==> config.mk <==
export PLATFORM = sky130hd
export DESIGN_NAME = tt_mux_ctrl_seq
export DESIGN_NICKNAME = d
export VERILOG_FILES = /design/src/rtl/tt_mux_ctrl_seq.sv
export SDC_FILE = /design/constraint.sdc
export NUM_CORES = 1
export LEC_CHECK = 0
export ABC_AREA = 0
export BUFFER_PORTS_ARGS = -buffer_cell sky130_fd_sc_hd__buf_2
export CAP_MARGIN = 20
export CORE_MARGIN = 2
export CORE_UTILIZATION = 62
export DETAILED_ROUTE_END_ITERATION = 6
export PLACE_DENSITY = 0.84
export SETUP_SLACK_MARGIN = 0.15
export SLEW_MARGIN = 20
export SYNTH_ARGS = -nofsm -noshare
export SYNTH_HDL_FRONTEND = slang
export SYNTH_SLANG_ARGS = --single-unit
==> constraint.sdc <==
create_clock -name clk -period 9 [get_ports clk]
set_clock_uncertainty 0.2 [all_clocks]
set_input_delay 0.45 -clock clk [delete_from_list [all_inputs] [get_ports clk]]
set_output_delay 0.45 -clock clk [all_outputs]
set_load 0.03 [all_outputs]
==> src/rtl/tt_mux_ctrl_seq.sv <==
// tt_mux_ctrl_seq: drives the project mux address counter (reset + inc
// pulses) to reach a requested address, then re-enables the project.
module tt_mux_ctrl_seq #(
  parameter int ADDR_W    = 10,
  parameter int RST_CYC   = 4,
  parameter int GAP_CYC   = 2,
  parameter int PULSE_CYC = 2
) (
  input  logic              clk,
  input  logic              reset_n,
  input  logic              req_valid,
  output logic              req_ready,
  input  logic [ADDR_W-1:0] req_addr,
  input  logic              req_ena,
  input  logic              dis_req,
  output logic              ctrl_sel_rst_n,
  output logic              ctrl_sel_inc,
  output logic              ctrl_ena,
  output logic              busy,
  output logic              done,
  output logic [ADDR_W-1:0] cur_addr,
  output logic              cur_valid
);

  localparam logic [2:0] S_IDLE = 3'd0;
  localparam logic [2:0] S_DIS  = 3'd1;
  localparam logic [2:0] S_RST  = 3'd2;
  localparam logic [2:0] S_GAP  = 3'd3;
  localparam logic [2:0] S_HI   = 3'd4;
  localparam logic [2:0] S_LO   = 3'd5;
  localparam logic [2:0] S_FIN  = 3'd6;

  localparam int TMAX_RG = (RST_CYC > GAP_CYC) ? RST_CYC : GAP_CYC;
  localparam int TMAX    = (TMAX_RG > PULSE_CYC) ? TMAX_RG : PULSE_CYC;
  localparam int TW      = $clog2(TMAX + 1);

  localparam logic [TW-1:0] T_RST = TW'(RST_CYC - 1);
  localparam logic [TW-1:0] T_GAP = TW'(GAP_CYC - 1);
  localparam logic [TW-1:0] T_PUL = TW'(PULSE_CYC - 1);

  logic [2:0]        r_state;
  logic [TW-1:0]     r_tmr;
  logic [ADDR_W-1:0] r_cnt;
  logic [ADDR_W-1:0] r_tgt;
  logic              r_ena;
  logic [ADDR_W-1:0] r_cur;
  logic              r_cval;
  logic              r_rst_n;
  logic              r_inc;
  logic              r_cena;
  logic              r_busy;
  logic              r_done;

  logic [2:0]        w_nxt;
  logic [TW-1:0]     w_tmr;
  logic [ADDR_W-1:0] w_cnt;
  logic [ADDR_W-1:0] w_cur;
  logic              w_cval;
  logic              w_accept;
  logic              w_tdone;
  logic              w_rpath;
  logic [ADDR_W-1:0] w_diff;

  assign req_ready = (r_state == S_IDLE);
  assign w_accept  = req_valid && req_ready;
  assign w_tdone   = (r_tmr == '0);
  assign w_rpath   = !r_cval || (r_tgt < r_cur);
  assign w_diff    = r_tgt - r_cur;

  // next state, phase timer, remaining increments and address tracking
  always_comb begin
    w_nxt  = r_state;
    w_tmr  = r_tmr;
    w_cnt  = r_cnt;
    w_cur  = r_cur;
    w_cval = r_cval;
    case (r_state)
      S_IDLE: begin
        if (w_accept) begin
          w_nxt = S_DIS;
        end
      end
      S_DIS: begin
        if (w_rpath) begin
          w_nxt = S_RST;
          w_tmr = T_RST;
          w_cnt = r_tgt;
        end else begin
          w_cnt = w_diff;
          w_tmr = T_PUL;
          w_nxt = (w_diff == '0) ? S_FIN : S_HI;
        end
      end
      S_RST: begin
        if (w_tdone) begin
          w_cur  = '0;
          w_cval = 1'b1;
          w_nxt  = S_GAP;
          w_tmr  = T_GAP;
        end else begin
          w_tmr = r_tmr - 1'b1;
        end
      end
      S_GAP: begin
        if (w_tdone) begin
          w_nxt = (r_cnt == '0) ? S_FIN : S_HI;
          w_tmr = T_PUL;
        end else begin
          w_tmr = r_tmr - 1'b1;
        end
      end
      S_HI: begin
        if (w_tdone) begin
          w_cur = r_cur + 1'b1;
          w_cnt = r_cnt - 1'b1;
          w_nxt = S_LO;
          w_tmr = T_PUL;
        end else begin
          w_tmr = r_tmr - 1'b1;
        end
      end
      S_LO: begin
        if (w_tdone) begin
          w_nxt = (r_cnt == '0) ? S_FIN : S_HI;
          w_tmr = T_PUL;
        end else begin
          w_tmr = r_tmr - 1'b1;
        end
      end
      S_FIN: begin
        w_nxt = S_IDLE;
      end
      default: begin
        w_nxt = S_IDLE;
      end
    endcase
  end

  // state, counters and request capture
  always_ff @(posedge clk) begin
    if (!reset_n) begin
      r_state <= S_IDLE;
      r_tmr   <= '0;
      r_cnt   <= '0;
      r_tgt   <= '0;
      r_ena   <= 1'b0;
      r_cur   <= '0;
      r_cval  <= 1'b0;
    end else begin
      r_state <= w_nxt;
      r_tmr   <= w_tmr;
      r_cnt   <= w_cnt;
      r_cur   <= w_cur;
      r_cval  <= w_cval;
      if (w_accept) begin
        r_tgt <= req_addr;
        r_ena <= req_ena;
      end
    end
  end

  // outputs registered from the state being entered
  always_ff @(posedge clk) begin
    if (!reset_n) begin
      r_rst_n <= 1'b1;
      r_inc   <= 1'b0;
      r_cena  <= 1'b0;
      r_busy  <= 1'b0;
      r_done  <= 1'b0;
    end else begin
      r_rst_n <= (w_nxt != S_RST);
      r_inc   <= (w_nxt == S_HI);
      r_busy  <= (w_nxt != S_IDLE);
      r_done  <= (w_nxt == S_FIN);
      if (w_nxt == S_DIS) begin
        r_cena <= 1'b0;
      end else if (w_nxt == S_FIN) begin
        r_cena <= r_ena;
      end else if (r_state == S_IDLE && dis_req) begin
        r_cena <= 1'b0;
      end
    end
  end

  assign ctrl_sel_rst_n = r_rst_n;
  assign ctrl_sel_inc   = r_inc;
  assign ctrl_ena       = r_cena;
  assign busy           = r_busy;
  assign done           = r_done;
  assign cur_addr       = r_cur;
  assign cur_valid      = r_cval;

endmodule

[Word level (Yosys, flattened, before mapping)]
Index checks and enable logic that the tools add are counted.
Cells by class
  $lt $le $gt $ge: 1
  eq/ne operators: 11
  add/sub/neg operators: 4
  muxes and demuxes: 19
  bitwise logic cells: 1
  reductions and logical operators: 19
Operators by type and width (number)
  $mux 10: 4
  $pmux 10 s2: 2
  $logic_not 10->1: 2
  $mux 3: 6
  $pmux 3 s5: 1
  $eq 3x3->1 const B: 4
  $add 10x1->10 const B: 1
  $lt 10x10->1: 1
  $sub 10x1->10 const B: 1
  $sub 10x10->10: 1
  $reduce_bool 2->1: 4
  $eq 3x1->1 const B: 2
  $eq 3x2->1 const B: 2
  $logic_not 3->1: 2
  $mux 2: 3
  $pmux 3 s2: 1
  $ne 2x2->1 const B: 2
  $reduce_and 2->1: 2
  $reduce_or 2->1: 2
  $reduce_or 4->1: 1
  $ne 3x2->1 const B: 1
  $reduce_and 3->1: 1
  $reduce_bool 3->1: 1
  $sub 3x1->3 const B: 1
  5 further kinds: 7
Storage, ports and cells
  input port bits: 15
  flip-flop bits (word level): 43
  word-level logic and storage cells: 67

[Longest topological paths before layout]
Gate-level depths: netlist of run 1.
  word-level depth: 7
  depth in mapped cells: 12
  depth with buffers taken out: 11

[Worst setup path after synthesis of run 1]
No wires, ideal clock.
  path type: register to register
  from: register r_cur[0], in the netlist cur_addr[0]
  to: register r_cena, in the netlist ctrl_ena
  setup slack: 5.935 ns
  arrival: 2.744 ns
  library setup time: 0.121 ns
  required time: 8.679 ns
  cell stages (with the launch flop): 11
  cell sequence: dfxtp_1 > ha_1 > inv_1 > fa_1 > a21o_1 > a21oi_1 > xnor2_1 > nor4_1 > o2111ai_1 > o31ai_2 > mux2_2
Between the ends
  word-level cells in the longest chain between the ends: 7
  elaborated cells on any way between the ends: 12
  those cells by class: 1 x add/sub; 1 x order compare; 2 x eq/ne; 4 x mux; 4 x reduce/logical
RTL lines
  start: declaration: RTL line 46  | logic [ADDR_W-1:0] r_cur;
  start signal: assignment: RTL line 153  | r_cur <= w_cur;
  $sub 10x10->10: RTL line 68  | assign w_diff = r_tgt - r_cur;
  $logic_not 10->1: RTL line 91  | w_nxt = (w_diff == '0) ? S_FIN : S_HI;
  $mux 2: RTL line 91
  $mux 3 *: RTL line 84  | if (w_rpath) begin
  $pmux 3 s5 *: RTL line 77  | case (r_state)
  $eq 3x3->1 or $eq 3x1->1 (tied branches): RTL line 177, 175
  $mux 1, or another cell as far along: RTL line 177  | end else if (w_nxt == S_FIN) begin
  end signal: assignment: RTL line 178  | r_cena <= r_ena;
  end: declaration: RTL line 50  | logic r_cena;
Mark *: on every way between the ends. The rest lies on a longest branch, timed or not.
A chain may end at the register's enable or synchronous reset.

[Worst setup path in the final report of run 1]
  from: register r_cur[4], in the netlist cur_addr[4]
  to: register r_cena, in the netlist ctrl_ena
The elaborated chain is that of the path after synthesis.

==> flow_summary.ini, run 1 <==
[yosys]
yosys_register_bits = 43
netlist_instances = 339
syn_area_um2 = 2620
syn_nets = 368
async_flop_share_pct = 0
seq_area_frac_synth_pct = 32.8
synth.avg_cell_area_um2 = 7.74
ys_warn_count = 0
synth-edff-count = 0
ys_types = 53
ys.flop_type = dfxtp_1

[drt]
drc = 0
num_vias = 2572
routed_wl_um = 6510
ant_nets = 0
drtIter0Drc = 205
vias_per_cell = 6.17
wl_per_cell_um = 15.6
first_pass_iters = 5

[floorplan]
fp.dieArea_um2 = 4770
core_um2 = 4030
die_w_um = 69.0
initial_core_util_pct = 65.1
rows = 23
io_pins = 32
die_h_um = 69.0

[clock_network]
cts_buffers = 5
cts-root-buf = clkbuf_8
htree_levels = 2
cts.sinks = 43
cts_tree = yes
cts-resized-gates = 0
cts_buffer_depth = 2
clk_pin_slew_worst_paths_ns = 0.08
clkLatencyLatePin_ns = 0.30
postCtsHoldBufs = 0
cts_setup_buffers = 0

[finish]
final_layout_size_suffix_gt1_share_pct = 13.9
area_delta_synth_final_pct = 10.5
finish.instance_area_um2 = 2900
diodes = 0
layout.nets = 396
fin_cells = 417

[timing]
fin_setup_tns_ns = 0
hold_viol = 0
tightest_slew_ns = 0.795
fin_crit_sh_pct = 36.2
relSlewSlack_pct = 46.9
timing.fmax_mhz = 307
holdWs_ns = 0.186
rsz0062_at_grt = no
slew_viol_final = 0
finalSetupViolCount = 0
fin_crit_ns = 3.26

[worst_setup_path]
cp-startpoint = cur_addr[4]$_SDFFE_PN0P_
endpoint_kind = register
cp_data_arrival_time_ns = 3.25
timing_worst_setup_path_type = register to register
r2r_end = ctrl_ena$_SDFFE_PP0P_
timing.rr.start = cur_addr[4]$_SDFFE_PN0P_
r2r_slack_ns = 5.74
rr_worst_depth = 9
cp-start-kind = register
endpoint = ctrl_ena$_SDFFE_PP0P_
required_ns = 8.99
cp_max_fo = 6

[pwr]
clkPwrFrac_pct = 17.6
power_switching_w = 0.000365
power_density_nw_per_um2 = 287
peakVddDrop_v = 0.000163
internal_power_w = 0.000466
p_leak_nw = 1.19
switching_share_pct = 43.9
pwr-share-seq_pct = 31.7
pwr-share-comb_pct = 50.7

[run]
drv_cap = 0

[grt]
overflow = 0
grt_max_degree = 24
grt_pass1_vias = 2255
antenna_found_initial = 0
grt_pass1_wl_um = 10800
grt_usage_pct = 27.6

[placed_design]
routabilityCongestion = 0.977
hpwl_um = 4840
placed_area_um2 = 2800
dpl.cell_count = 410
numPortBuffers = 31

[min_path]
min_from = req_ena
hold_class = input pin to register

[status]
status = finished, final reports clean
[state kept, by name, indices dropped and copies added (netlist names)]
| register | cells |
|---|---|
| cur_addr | 10 |
| r_tgt | 10 |
| ctrl_ena | 1 |
| r_state | 3 |
| r_ena | 1 |
| cur_valid | 1 |
| busy | 1 |
| r_tmr | 3 |
| done | 1 |
| r_cnt | 10 |
| ctrl_sel_rst_n | 1 |
| ctrl_sel_inc | 1 |
[power by group through the flow]
stage                     logic (W)  registers [W]  clock network (W)
after floorplan            0.000328       0.000263                  0
after global placement     0.000403       0.000265                  0
after detailed placement   0.000411       0.000266                  0
after CTS                  0.000415       0.000262           0.000147
after global routing       0.000463       0.000268           0.000156
final                      0.000421       0.000264           0.000146
[worst max-delay path: stages, from the launching register on]
cell       delay [ns]
dfxtp_1          0.39
inv_1            0.09
ha_1             0.38
a21o_1           0.22
a31oi_1          0.13
o21ai_1          0.18
o41ai_1          0.53
o2111ai_1        0.20
o31ai_2          0.44
mux2_2           0.40
[synthesized netlist by cell type (3+ instances only)]
cell type / n / area share (%)
nand2_1: 51 / 7.3
dfxtp_1: 43 / 33
a21oi_1: 39 / 7.4
nor2_1: 33 / 4.7
o21ai_0: 17 / 3.2
inv_1: 16 / 2.3
ha_1: 13 / 6.2
nand3_1: 12 / 2.3
xnor2_1: 10 / 3.3
nor3_1: 8 / 1.5
clkbuf_1: 7 / 1.0
and2_1: 6 / 1.4
nand2b_1: 6 / 1.4
a31oi_1: 5 / 1.2
mux2i_1: 5 / 1.9
nand4_1: 5 / 1.2
a21o_1: 4 / 1.1
mux2_2: 4 / 1.7
or3_1: 4 / 0.95
a211oi_1: 3 / 0.86
a32o_1: 3 / 1.1
buf_2: 3 / 0.57
nand3b_1: 3 / 0.86
nor4_1: 3 / 0.72
[worst min path at each step]
| stage | end | slack (ns) | cells past startpoint |
|---|---|---|---|
| CTS | r_ena$_SDFFE_PN0P_ | 0.18 | 3 |
| global placement | r_ena$_SDFFE_PN0P_ | 0.25 | 2 |
| finish | r_ena$_SDFFE_PN0P_ | 0.19 | 3 |
| global route | r_tgt[1]$_SDFFE_PN0P_ | 0.19 | 3 |
| floorplan | r_ena$_SDFFE_PN0P_ | 0.24 | 2 |
| detailed placement | r_ena$_SDFFE_PN0P_ | 0.26 | 2 |
[stage by stage]
| stage | power, W | utilization (%) | setup slack (ns) |
|---|---|---|---|
| floorplan | 0.000590 | - | 5.94 |
| global placement | 0.000669 | 69.4 | 5.94 |
| detailed placement | 0.000677 | 69.4 | 5.85 |
| CTS | 0.000825 | 71.9 | 5.81 |
| global route | 0.000887 | 71.9 | 5.61 |
| finish | 0.000831 | 71.9 | 5.74 |
[cells by family (layout without fill, tap and decap cells)]
family	count (synthesis)	count (layout)	synth area share, %
and+or+nand+nor	143	143	26.4
xor gates and xnor gates	12	12	4.01
muxes	9	9	3.63
AOI/OAI and AO/OA	91	91	21.9
adders and majority gates	14	14	6.97
buffers and inverters	27	55	4.29
DFF	43	43	32.8
[routing by layer]
layer	global-route usage [%]	up-vias	share of wire [%]
met5	0	-	0
met2	45.0	125	46
met3	4.82	11	8.7
met4	8.06	0	1.7
met1	37.5	1176	44
li1	-	1260	-
[cell usage in the layout, fill, tap and decap left out, drive strengths merged, types with 3 or more instances in the layout]
cell / count
or3: 5
buf: 32
mux2: 4
nor4: 3
nor3: 10
nand3: 12
nand4: 5
mux2i: 5
a21o: 4
nand3b: 3
ha: 13
a211oi: 3
xnor2: 10
clkbuf: 6
nand2b: 6
inv: 16
nor2: 33
and2: 6
a21oi: 39
a32o: 3
o21ai: 18
nand2: 51
dfxtp: 43
a31oi: 5
[final cells by class]
type / count / area (um^2)
timing repair buffer: 32 / 163
multi-input combinational: 269 / 1650
sequential: 43 / 861
clock inverter: 1 / 30.0
tap: 50 / 62.6
clock buffer: 6 / 72.6
fill: 330 / 1130
inverter: 16 / 60.1
(Power assumes the default switching activity.)
==> inputs of run 2 (changes only) <==
Settings changed: CORE_UTILIZATION 62 to 52, PLACE_DENSITY 0.84 to 0.75.
Clock period 9 ns to 2.7 ns, I/O delays scaled along.
==> run 2 against run 1 <==
The run now ends with setup timing left. Utilization rose by 2.6 points. Total power rose to 4.0 times the previous value. Final cell count rose by 15%. Die area rose by 18%. Critical path type unchanged. Non-clock buffer count rose by 44. Via count rose by 8.5%. Sequential power rose to 3.4 times the previous value. Routed wire length rose by 20%. Clock power rose to 3.7 times the previous value. Sequential share of layout area fell by 4.9 points. Highest routed layer unchanged.
==> flow_summary.ini, run 2 (synthesis gave the netlist of run 1 again) <==
[status]
status = complete, but fails checks
violations = setup timing

[worst_setup_path]
r2r_slack_ns = -0.07
cp_max_fo = 2
endpoint_kind = register
r2r_end = ctrl_ena$_SDFFE_PP0P_
slowest_delay_ns = 0.37
cp_common_cell = inv_2
timing_worst_setup_path_type = register to register
cpMaxStageDelayCell = mux2_2
rr_worst_depth = 11
cp-start-kind = register
timing.rr.start = r_tgt[0]$_SDFFE_PN0P_
cp_data_arrival_time_ns = 2.77
required_ns = 2.69
path_cells = inv_2, ha_4, inv_2, fa_2, a21o_1, a21oi_2, xnor2_2, nor4_2, o2111ai_1, o31ai_2, mux2_2

[floorplan]
fp.dieArea_um2 = 5630
core_um2 = 4790
die_w_um = 75.0
io_pins = 32
initial_core_util_pct = 54.8
rows = 25
die_h_um = 75.0

[min_path]
hold_depth = 4
hold_end = ctrl_sel_rst_n$_SDFF_PN1_
hold_class = input pin to register
min_from = req_valid

[grt]
grt_pass1_vias = 2440
grt_usage_pct = 28.2
grt_max_degree = 17
antenna_found_initial = 0
overflow = 0
grt_pass1_wl_um = 11800

[run]
drv_cap = 0

[finish]
fill_cells = 329
mostFrequentLayoutCells = 49 x nand2_1, 37 x a21oi_1, 33 x nor2_1
final_layout_size_suffix_gt1_share_pct = 31.6
diodes = 0
layout_commonest_cell = nand2_1
area_delta_synth_final_pct = 36.0
finish.utilization_pct = 74.5
fin_cells = 479
multi_input_area_um2 = 1850
regArea_um2 = 885
layout.nets = 440

[pwr]
power_density_nw_per_um2 = 934
internal_power_w = 0.00189
power_switching_w = 0.00144
p_leak_nw = 1.46
peakVddDrop_v = 0.000701
clkPwrFrac_pct = 16.1
pwr-share-seq_pct = 26.6
switching_share_pct = 43.2
pwr-share-comb_pct = 57.3

[timing]
fin_setup_tns_ns = -0.0725
finalSetupViolCount = 1
tightest_slew_ns = 0.746
rsz0062_at_grt = yes
relSlewSlack_pct = 50.1
fin_ws_ns = -0.0725
timing.fmax_mhz = 361
fin_crit_ns = 2.77
fin_crit_sh_pct = 103
holdWs_ns = 0.102
slew_viol_final = 0
hold_viol = 0

[drt]
drc = 0
routed_wl_um = 7830
drtIter0Drc = 240
wl_per_cell_um = 16.3
num_vias = 2791
ant_nets = 0
first_pass_iters = 5
vias_per_cell = 5.83

[clock_network]
cts_buffers = 5
cts-root-buf = clkbuf_8
cts.sinks = 43
htree_levels = 2
clk_pin_slew_worst_paths_ns = 0.08
clkLatencyLatePin_ns = 0.30
cts_tree = yes
cts_buffer_depth = 2

[placed_design]
hpwl_um = 5130
numPortBuffers = 31
routabilityCongestion = 0.942
dpl.cell_count = 446
-- run 2: timing repair --
action,4_1_cts,5_1_grt
setup endpoints to repair,13,18
cloned,1,0
hold buffers,12,0
pin swaps,8,9
hold endpoints to repair,12,0
gates resized for setup,25,17
setup buffers,10,2
-- run 2: worst max path at each step --
| stage | slack, ns | end | depth (start not counted) | start |
|---|---|---|---|---|
| floorplan | 0.01 | ctrl_ena$_SDFFE_PP0P_ | 10 | cur_addr[0]$_SDFFE_PN0P_ |
| global placement | 0.05 | ctrl_ena$_SDFFE_PP0P_ | 11 | r_tgt[0]$_SDFFE_PN0P_ |
| detailed placement | -0.07 | ctrl_ena$_SDFFE_PP0P_ | 11 | r_tgt[0]$_SDFFE_PN0P_ |
| CTS | 0.06 | ctrl_ena$_SDFFE_PP0P_ | 11 | r_tgt[0]$_SDFFE_PN0P_ |
| global route | -0.12 | ctrl_ena$_SDFFE_PP0P_ | 11 | r_tgt[0]$_SDFFE_PN0P_ |
| finish | -0.07 | ctrl_ena$_SDFFE_PP0P_ | 11 | r_tgt[0]$_SDFFE_PN0P_ |
-- run 2: final cells by class --
| class | count | area share (%) |
|---|---|---|
| Multi-Input combinational cell | 269 | 51.9 |
| Inverter | 16 | 1.68 |
| Clock inverter | 2 | 0.982 |
| Sequential cell | 43 | 24.8 |
| Tap cell | 67 | 2.35 |
| Timing Repair Buffer | 76 | 16.0 |
| Clock buffer | 6 | 2.31 |
-- run 2: power groups by stage --
stage | clock network, W | registers [W] | logic [W]
2_1_floorplan | 0 | 0.000875 | 0.00113
3_3_place_gp | 0 | 0.000875 | 0.00154
3_5_place_dp | 0 | 0.000880 | 0.00156
4_1_cts | 0.000538 | 0.000873 | 0.00176
5_1_grt | 0.000558 | 0.000899 | 0.00205
6_report | 0.000536 | 0.000887 | 0.00191
-- run 2: per-stage QoR --
step	setup WS [ns]	area [um^2]	total power, W
finish	-0.0725	3570	0.00333
global route	-0.122	3570	0.00350
CTS	0.0552	3490	0.00318
detailed placement	-0.0735	3040	0.00244
global placement	0.0509	3040	0.00241
floorplan	0.0147	2700	0.00201
-- run 2: worst max-delay path: cells and delay by family (launching register included) --
kind | cells | cell delay, ns
AOI/OAI and AO/OA | 4 | 0.84
and+or+nand+nor | 1 | 0.24
buffers and inverters | 2 | 0.10
DFF | 1 | 0.34
xor gates and xnor gates | 1 | 0.11
adders and majority gates | 2 | 0.46
muxes | 1 | 0.37
-- run 2: layer usage --
layer	vias to the layer above	track usage, %	share of wire (%)
li1	1352	-	-
met1	1304	37.7	45
met2	106	45.3	45
met3	29	5.22	6.7
met4	0	10.7	3.4
met5	-	0	0
==> inputs of run 3 (changes only) <==
Settings changed: BUFFER_PORTS_ARGS -buffer_cell sky130_fd_sc_hd__buf_2 to -buffer_cell sky130_fd_sc_hd__buf_4.
==> run 3 against run 2 <==
Largest cell class unchanged. Count of clock-buffer cells in the layout is 1 higher. Final cell count is 0.84% lower. Register-to-register slack better by 0.05 ns. Design area is 0.25% lower. Worst hold slack better by 0.0084 ns. Global-route usage is 0.87 points lower. Die area stayed put. Critical path depth is 2 lower. The run still ends with setup timing left. Non-clock buffer count is 4 lower. Sequential share of layout area hardly changed. Utilization is 0.18 points lower. First-iteration DRC count is 24% lower. Critical path type unchanged.
==> flow_summary.ini, run 3 (synthesis gave the netlist of run 1 again) <==
[drt]
drtIter0Drc = 182
num_vias = 2704
routed_wl_um = 7550
ant_nets = 0
first_pass_iters = 4
vias_per_cell = 5.69
wl_per_cell_um = 15.9
drc = 0

[grt]
grt_usage_pct = 27.3
busiest_layer = met2
antenna_found_initial = 0
met3_usage_pct = 4.42
overflow = 0
grt_pass1_vias = 2462
grt_pass1_wl_um = 11600
grt_max_degree = 17
grtUsageMet2_pct = 45.2
use_met1_pct = 36.3

[finish]
multi_input_area_um2 = 1810
fin_cells = 475
layout.nets = 436
mostFrequentLayoutCells = 55 x buf_4, 51 x nand2_1, 35 x a21oi_1
diodes = 0
area_delta_synth_final_pct = 35.7
finish.instance_area_um2 = 3560
regArea_um2 = 882
fill_cells = 382
layout_commonest_cell = buf_4
final_layout_size_suffix_gt1_share_pct = 28.9

[worst_setup_path]
cp-startpoint = cur_addr[4]$_SDFFE_PN0P_
path_cells = inv_1, ha_4, a21o_1, a31oi_1, o21ai_2, xnor2_1, o2111ai_1, o31ai_2, mux2_4
r2r_slack_ns = -0.02
timing.rr.start = cur_addr[4]$_SDFFE_PN0P_
cp_max_fo = 6
cpMaxStageDelayCell = dfxtp_4
rr_worst_depth = 9
critPathTopFamily = compound AO/OA/AOI/OAI gates
crit_cells = 9
cp_num_buf_inv = 1
cp-start-kind = register
slowest_delay_ns = 0.37
endpoint_kind = register
timing_worst_setup_path_type = register to register
r2r_end = ctrl_ena$_SDFFE_PP0P_
endpoint = ctrl_ena$_SDFFE_PP0P_
required_ns = 2.70
cp_data_arrival_time_ns = 2.72

[pwr]
internal_power_w = 0.00184
power_switching_w = 0.00139
peakVddDrop_v = 0.000718
p_leak_nw = 1.45
switching_share_pct = 43.0
power_density_nw_per_um2 = 909
pwr-share-comb_pct = 57.8
clkPwrFrac_pct = 15.2
pwr-share-seq_pct = 27.0

[timing]
fin_ws_ns = -0.0209
rsz0062_at_grt = yes
tightest_slew_ns = 0.791
hold_viol = 0
finalSetupViolCount = 2
fin_crit_sh_pct = 101
slew_viol_final = 0
holdWs_ns = 0.111
timing.fmax_mhz = 368
relSlewSlack_pct = 47.0
fin_crit_ns = 2.72
fin_setup_tns_ns = -0.0209

[placed_design]
routabilityCongestion = 0.943
dpl.cell_count = 447
placed_area_um2 = 3130
hpwl_um = 5190
post-place-ws_ns = -0.101
numPortBuffers = 31

[floorplan]
initial_core_util_pct = 54.8
die_h_um = 75.0
core_um2 = 4790
io_pins = 32
rows = 25
fp.dieArea_um2 = 5630
die_w_um = 75.0

[clock_network]
clk_pin_slew_worst_paths_ns = 0.09
cts.sinks = 43
clkLatencyLatePin_ns = 0.30
cts-root-buf = clkbuf_8
cts_buffers = 5
htree_levels = 2
cts_tree = yes
cts_buffer_depth = 2

[status]
violations = setup timing
status = complete, but fails checks

[run]
drv_cap = 0

[min_path]
hold_class = input pin to register
run 3: worst min-delay path by stage:
stage	slack [ns]	startpoint	end	cells past startpoint
final	0.11	req_valid	ctrl_sel_rst_n$_SDFF_PN1_	4
after global routing	0.15	req_valid	ctrl_sel_rst_n$_SDFF_PN1_	4
after CTS	0.10	req_valid	ctrl_sel_rst_n$_SDFF_PN1_	4
after detailed placement	0.19	req_addr[3]	r_tgt[3]$_SDFFE_PN0P_	3
after global placement	0.18	req_addr[7]	r_tgt[7]$_SDFFE_PN0P_	3
after floorplan	0.07	req_ena	r_ena$_SDFFE_PN0P_	2
run 3: worst min-delay path, stage by stage:
cell and delay, ns:
buf_4 0.08, and2_1 0.15, a21oi_1 0.11, nand4_1 0.10
run 3: routing by layer:
| layer | share of wire, % | routed length (um) |
|---|---|---|
| met5 | 0 | 0 |
| met4 | 2.6 | 199 |
| met3 | 5.3 | 398 |
| met2 | 48 | 3590 |
| met1 | 45 | 3360 |
run 3: per-stage QoR:
step | total power, W | utilization [%]
floorplan | 0.00201 | -
global placement | 0.00244 | 65.3
detailed placement | 0.00247 | 65.3
CTS | 0.00307 | 72.2
global route | 0.00343 | 74.4
finish | 0.00323 | 74.4
run 3: final cells by class:
class	instances	area share, %
multi-input cells	269	50.8
flip-flops and latches	43	24.8
repair buffers	72	17.2
clock buffers	7	3.02
well taps	67	2.36
inverters	16	1.69
clock inverters	1	0.141
run 3: power groups by stage:
stage / Sequential [W] / Combinational [W] / Clock [W]
floorplan: 0.000875 / 0.00113 / 0
global placement: 0.000875 / 0.00156 / 0
detailed placement: 0.000880 / 0.00159 / 0
CTS: 0.000870 / 0.00170 / 0.000494
global route: 0.000889 / 0.00202 / 0.000518
finish: 0.000874 / 0.00187 / 0.000490
run 3: what timing repair did:
| item | 4_1_cts | 5_1_grt |
|---|---|---|
| cloned | 0 | 1 |
| setup endpoints to repair | 13 | 17 |
| hold buffers | 12 | 0 |
| buffers inserted | 5 | 2 |
| resized for setup | 12 | 17 |
| hold endpoints to repair | 18 | 0 |
| pin swaps | 4 | 6 |
